<file path="src/rtl/switch_pkg.sv">
// Shared types and constants for the NoC input-port switch.
package switch_pkg;

  localparam int unsigned DEF_WORD_WIDTH = 32;
  localparam int unsigned OUTPORTS       = 4;
  localparam int unsigned SEL_W          = 2;

  // Flit field offsets (x/y/loc are only meaningful in header flits)
  localparam int unsigned TYPE_LSB = 0;
  localparam int unsigned LOC_LSB  = 2;
  localparam int unsigned Y_LSB    = 5;
  localparam int unsigned X_LSB    = 9;

  // 2'b11 is reserved and treated as a body flit
  typedef enum logic [1:0] {
    BODY = 2'b00,
    HEAD = 2'b01,
    TAIL = 2'b10
  } flit_type_e;

  typedef enum logic [1:0] {
    IDLE      = 2'd0,
    STREAM    = 2'd1,
    WAIT_TAIL = 2'd2
  } state_e;

endpackage

</file>
<file path="src/rtl/top_module_switch_sync2.sv">
// Parameterised-width two-flop synchronizer for the asynchronous handshake inputs.
module sync2 #(
  parameter int unsigned WIDTH = 1
) (
  input  logic             clk,
  input  logic             reset,
  input  logic [WIDTH-1:0] d,
  output logic [WIDTH-1:0] q
);

  logic [WIDTH-1:0] meta;

  // Two-stage capture; reset clears both stages
  always_ff @(posedge clk) begin
    if (reset) begin
      meta <= '0;
      q    <= '0;
    end else begin
      meta <= d;
      q    <= meta;
    end
  end

endmodule

</file>
<file path="src/rtl/top_module_switch.sv">
// NoC input-port switch: one upstream 2-phase channel steered to 4 downstream
// 2-phase channels with wormhole (header/body/tail) packet grants.
// Optional macro SYNC_INPUTS_EN: synchronize req_up_i, ack_dw_i and
// Tailpassed_dw_i through two flops before use.
module top_module_switch
  import switch_pkg::*;
#(
  parameter int unsigned WORD_WIDTH = DEF_WORD_WIDTH
) (
  input  logic                  clk,
  input  logic                  reset,
  input  logic                  gen_enable,
  input  logic                  req_up_i,
  input  logic [WORD_WIDTH-1:0] Data_up_i,
  output logic                  ack_up_o,
  output logic [OUTPORTS-1:0]   req_dw_o,
  output logic [WORD_WIDTH-1:0] Data_dw0_o,
  output logic [WORD_WIDTH-1:0] Data_dw1_o,
  output logic [WORD_WIDTH-1:0] Data_dw2_o,
  output logic [WORD_WIDTH-1:0] Data_dw3_o,
  input  logic [OUTPORTS-1:0]   ack_dw_i,
  input  logic [OUTPORTS-1:0]   Tailpassed_dw_i,
  output logic [OUTPORTS-1:0]   PacketEnable_dw_o
);

  localparam int unsigned SYNC_W = 1 + 2 * OUTPORTS;

  state_e                state, state_next;
  logic [WORD_WIDTH-1:0] flit;
  logic [WORD_WIDTH-1:0] dw_data;
  logic                  full;
  logic                  sent;
  logic [SEL_W-1:0]      sel;
  logic [15:0]           drop_cnt;

  logic                  req_s;
  logic [OUTPORTS-1:0]   ack_s;
  logic [OUTPORTS-1:0]   tail_s;

  logic                  cap_c;
  logic                  hs_match_c;
  logic                  is_head_c;
  logic                  is_tail_c;
  logic                  grant_c;
  logic                  drop_c;
  logic                  send_c;
  logic                  done_c;
  logic                  release_c;

`ifdef SYNC_INPUTS_EN
  sync2 #(
    .WIDTH (SYNC_W)
  ) u_sync (
    .clk   (clk),
    .reset (reset),
    .d     ({req_up_i, ack_dw_i, Tailpassed_dw_i}),
    .q     ({req_s, ack_s, tail_s})
  );
`else
  assign req_s  = req_up_i;
  assign ack_s  = ack_dw_i;
  assign tail_s = Tailpassed_dw_i;
`endif

  assign is_head_c  = (flit[TYPE_LSB +: 2] == HEAD);
  assign is_tail_c  = (flit[TYPE_LSB +: 2] == TAIL);
  assign hs_match_c = (req_dw_o[sel] == ack_s[sel]);

  // Capture only from a previously empty buffer; the tail wait blocks new flits
  assign cap_c = (req_s != ack_up_o) && !full && gen_enable && (state != WAIT_TAIL);

  // All downstream ports see the same flit register
  assign Data_dw0_o = dw_data;
  assign Data_dw1_o = dw_data;
  assign Data_dw2_o = dw_data;
  assign Data_dw3_o = dw_data;

  // State register
  always_ff @(posedge clk) begin
    if (reset) state <= IDLE;
    else       state <= state_next;
  end

  // Next-state logic
  always_comb begin
    state_next = state;
    case (state)
      IDLE:      if (full && is_head_c) state_next = STREAM;
      STREAM:    if (full && sent && hs_match_c && is_tail_c) state_next = WAIT_TAIL;
      WAIT_TAIL: if (tail_s[sel]) state_next = IDLE;
      default:   state_next = IDLE;
    endcase
  end

  // Per-state action strobes for the datapath
  always_comb begin
    grant_c   = 1'b0;
    drop_c    = 1'b0;
    send_c    = 1'b0;
    done_c    = 1'b0;
    release_c = 1'b0;
    case (state)
      IDLE: begin
        if (full) begin
          if (is_head_c) grant_c = 1'b1;
          else           drop_c  = 1'b1;
        end
      end
      STREAM: begin
        if (full && hs_match_c) begin
          if (sent) done_c = 1'b1;
          else      send_c = 1'b1;
        end
      end
      WAIT_TAIL: release_c = tail_s[sel];
      default: ;
    endcase
  end

  // Flit buffer, downstream handshake and grant registers
  always_ff @(posedge clk) begin
    if (reset) begin
      flit              <= '0;
      full              <= 1'b0;
      sent              <= 1'b0;
      ack_up_o          <= 1'b0;
      req_dw_o          <= '0;
      dw_data           <= '0;
      sel               <= '0;
      PacketEnable_dw_o <= '0;
      drop_cnt          <= '0;
    end else begin
      if (cap_c) begin
        flit     <= Data_up_i;
        full     <= 1'b1;
        ack_up_o <= req_s;
      end
      if (drop_c) begin
        full     <= 1'b0;
        drop_cnt <= drop_cnt + 16'(1);
      end
      if (grant_c) begin
        sel               <= flit[LOC_LSB +: SEL_W];
        PacketEnable_dw_o <= OUTPORTS'(1) << flit[LOC_LSB +: SEL_W];
      end
      if (send_c) begin
        dw_data       <= flit;
        req_dw_o[sel] <= ~req_dw_o[sel];
        sent          <= 1'b1;
      end
      if (done_c) begin
        full <= 1'b0;
        sent <= 1'b0;
      end
      if (release_c) begin
        PacketEnable_dw_o <= '0;
      end
    end
  end

endmodule

</file>
<file path="config.mk">
export PLATFORM = sky130hd
export DESIGN_NAME = top_module_switch
export DESIGN_NICKNAME = d
export VERILOG_FILES = /design/src/rtl/switch_pkg.sv /design/src/rtl/top_module_switch_sync2.sv /design/src/rtl/top_module_switch.sv
export SDC_FILE = /design/constraint.sdc
export NUM_CORES = 1
export LEC_CHECK = 0
export CAP_MARGIN = 20
export CORE_ASPECT_RATIO = 0.8
export CORE_MARGIN = 2
export CORE_UTILIZATION = 42
export DETAILED_ROUTE_END_ITERATION = 10
export PLACE_DENSITY_LB_ADDON = 0.2
export SYNTH_ARGS = -nofsm -noshare
export SYNTH_HDL_FRONTEND = slang
export SYNTH_SLANG_ARGS = --single-unit
</file>
<file path="constraint.sdc">
create_clock -name clk -period 2.1 [get_ports clk]
set_input_delay 0.42 -clock clk [delete_from_list [all_inputs] [get_ports clk]]
set_output_delay 0.42 -clock clk [all_outputs]
set_load 0.01 [all_outputs]
</file>
==> summary.txt <==
Clock network
  – Post-cts sizing count: 0
  – CTS buffer count: 9
  – TritonCTS clock tree: built
  – Buffer type at the clock tree root: clkbuf_16
  – Clock insertion delay at the later pin of the skew report: 330 ps
  – Clock sink count: 79
  – Number of buffers added for setup after CTS: 0
  – Buffer depth of the longest clock path: 2
  – CTS Hold Bufs: 0
  – Clock edge transition at the registers on the reported setup and hold paths: 60 ps
  – Maximum level of the CTS H-tree: 3

Global routing
  – Vias in the first global route: 2914
  – Antenna violations before repair: 0
  – Total routing usage reported by global routing: 18.0%
  – Gr ovfl total: 0
  – Largest net degree at the start of global routing: 43
  – First-pass GRT wire length: 14.8 mm

Die
  – X dimension of the die: 111 um
  – Die area: 10000 sq um
  – Core Rows: 31
  – Num ports: 181
  – Core Footprint: 9000 sq um
  – Die outline height: 89.9 um
  – Initial Util: 43.1%

Synth
  – Post-synthesis simple-gate area fraction: 11.8%
  – Count of mapped cells out of synthesis: 430
  – Xor-xnor portion of the synthesized cell area: 1.13%
  – Sequential element share of the synthesized area: 40.8%
  – Top post-synthesis cells by area: dfxtp_1 (41%), buf_4 (19%), mux2i_1 (8.5%), a31o_1 (6.6%), a21oi_1 (5.2%)
  – Synthesized netlist net count: 474
  – Netlist area before placement: 3880 sq um
  – Complex-gate fraction of the synthesized area: 14.0%
  – Unique masters post-synth: 34
  – Most numerous cell in the Yosys netlist: buf_4
  – Share of synthesized area spent on multiplexers: 9.68%
  – Main combinational cell family by area after synthesis: buffers and inverters
  – Synthesis-stage register bit count: 79
  – Count of flip-flops with a built-in enable after synthesis: 0
  – Area leader, netlist: dfxtp_1
  – Share of synthesized registers carrying an async set or reset: 0%
  – Fraction of the mapped netlist area in adder cells: 0%
  – Mapped Avg Cell Area: 9.02 sq um
  – Most frequently used flop master after synthesis: dfxtp_1
  – Post-synth top area share: 40.8%
  – Synth warnings: 0
  – Top post-synthesis cells by count: buf_4 (96), dfxtp_1 (79), nand2_1 (45), a21oi_1 (40), nor2_1 (36)

Placed design
  – Placer Congestion: 0.752
  – Dpl cells: 614
  – DPL Wire Length: 6.38 mm
  – Instance area at placement: 5100 sq um
  – # port buffers: 180

Job
  – Max-cap viol count: 0

Power
  – Worst-case vdd ir drop: 0.355 mV
  – Power density over the cells: 663 nW/um^2
  – Leakage power: 1.98 nW

Final layout
  – Fraction of final layout cells with drive strength greater than 1: 7.38%
  – Number of non-filler instances in the completed layout: 630
  – Post-route core utilization: 60.4%
  – Inserted Diodes: 0
  – Area overhead of the layout relative to synthesis: 40.2%
  – Final net count: 554
  – Design Area, Final: 5440 sq um

Drt
  – Number of search-and-repair iterations in the first detailed-routing pass: 6
  – Post-detailed-route DRC marker count: 0
  – Total detailed-routing wirelength: 9.08 mm
  – Number of nets with antenna violations after detailed routing: 0
  – Per-cell via count in the routed design: 4.91
  – WL per Instance: 14.4 um
  – Total vias in the final route: 3093
  – Violation count after the first detailed-routing iteration: 100

STA
  – Post-route clock period utilization: 90.5%
  – Slew @ Worst Pin: 547 ps
  – RSZ-0062 raised after global routing: false
  – Max Transition Viols Final: 0
  – Final hold viol count: 0
  – Final critical-path required period: 1900 ps
  – Number of setup violations in the final report: 0
  – Post-Route Skew: 6.22 ps
  – Highest Clock Rate: 526 MHz
  – Slew HR: 63.3%

Worst setup path
  – Critical setup path kind: in2reg
  – Required time of the critical path: 2320 ps
  – Maximum net fanout on the critical path: 20
  – Critical Path End Type: flop
  – CP Launch Type: input port
  – Worst EP arrival: 2120 ps

Hold path
  – Path category of the worst min-delay check: reg2reg

Run status
  – Status: complete, no violations
-- final timing paths --
kind / startpoint / endpoint / slack, ps / cells after the start
max: ack_dw_i[3] / Data_dw0_o[9] / 200 / 6
min: PacketEnable_dw_o[3] / PacketEnable_dw_o[3] / 460 / 2
max reg2reg: req_dw_o[1] / Data_dw0_o[9] / 390 / 5
min reg2reg: PacketEnable_dw_o[3] / PacketEnable_dw_o[3] / 460 / 2
-- kinds of logic (layout without fill, tap and decap cells) --
kind of cell    Yosys count  after routing
compound gates           80             80
xor+xnor                  5              5
buf+inv                 128            213
flops                    79             79
mux                      35             35
simple gates            103            103
-- cells in the final DEF, fill, tap and decap left out, drive strengths merged, types with 3 or more instances in the layout --
cell	count
a21oi	40
nand2	45
a31o	32
nor3b	4
bufinv	3
a31oi	3
clkbuf	10
dfxtp	79
clkdlybuf4s50	179
nor2	36
mux2i	33
inv	4
buf	14
xnor2	5
clkinv	3
-- where the power goes --
| group | total, W | internal, W | switching [W] |
|---|---|---|---|
| clock network | 0.00175 | 0.00116 | 0.000590 |
| logic | 0.000287 | 0.000158 | 0.000129 |
| registers | 0.00157 | 0.00154 | 0.0000284 |
| total | 0.00361 | 0.00286 | 0.000748 |
-- area by class of cell --
cell class	count	area (sq um)
Inverter	4	15.0
Clock buffer	10	229
Fill cell	773	3560
Timing Repair Buffer	193	1930
Clock inverter	6	109
Sequential cell	79	1580
Multi-Input combinational cell	223	1430
Tap cell	115	144
-- routing by layer --
metal	vias up	GRT usage [%]	wire length, um
met5	-	0	0
met4	0	5.25	104
met3	10	4.92	588
met2	107	30.6	4380
met1	1446	22.5	4000
li1	1530	-	-
-- through the flow --
stage	TNS [ps]	worst slack [ps]	total power, W	hold slack [ps]
floorplan	0	305	0.00175	448
global placement	-2920	-106	0.00188	449
detailed placement	-4040	-145	0.00189	451
CTS	0	204	0.00365	464
global route	0	134	0.00374	480
finish	0	199	0.00361	457
-- registers in the layout, summed over array words and instances (netlist names) --
| signal | count |
|---|---|
| Data_dw0_o | 32 |
| ack_up_o | 1 |
| flit | 32 |
| sel | 2 |
| state | 2 |
| sent | 1 |
| req_dw_o | 4 |
| full | 1 |
| PacketEnable_dw_o | 4 |
-- worst max-delay path, stage by stage --
cell and delay [ps]:
clkdlybuf4s50_1 440, xnor2_1 150, mux4_2 470, and2_1 180, buf_4 210, a31o_1 240
(Power assumes the default switching activity.)
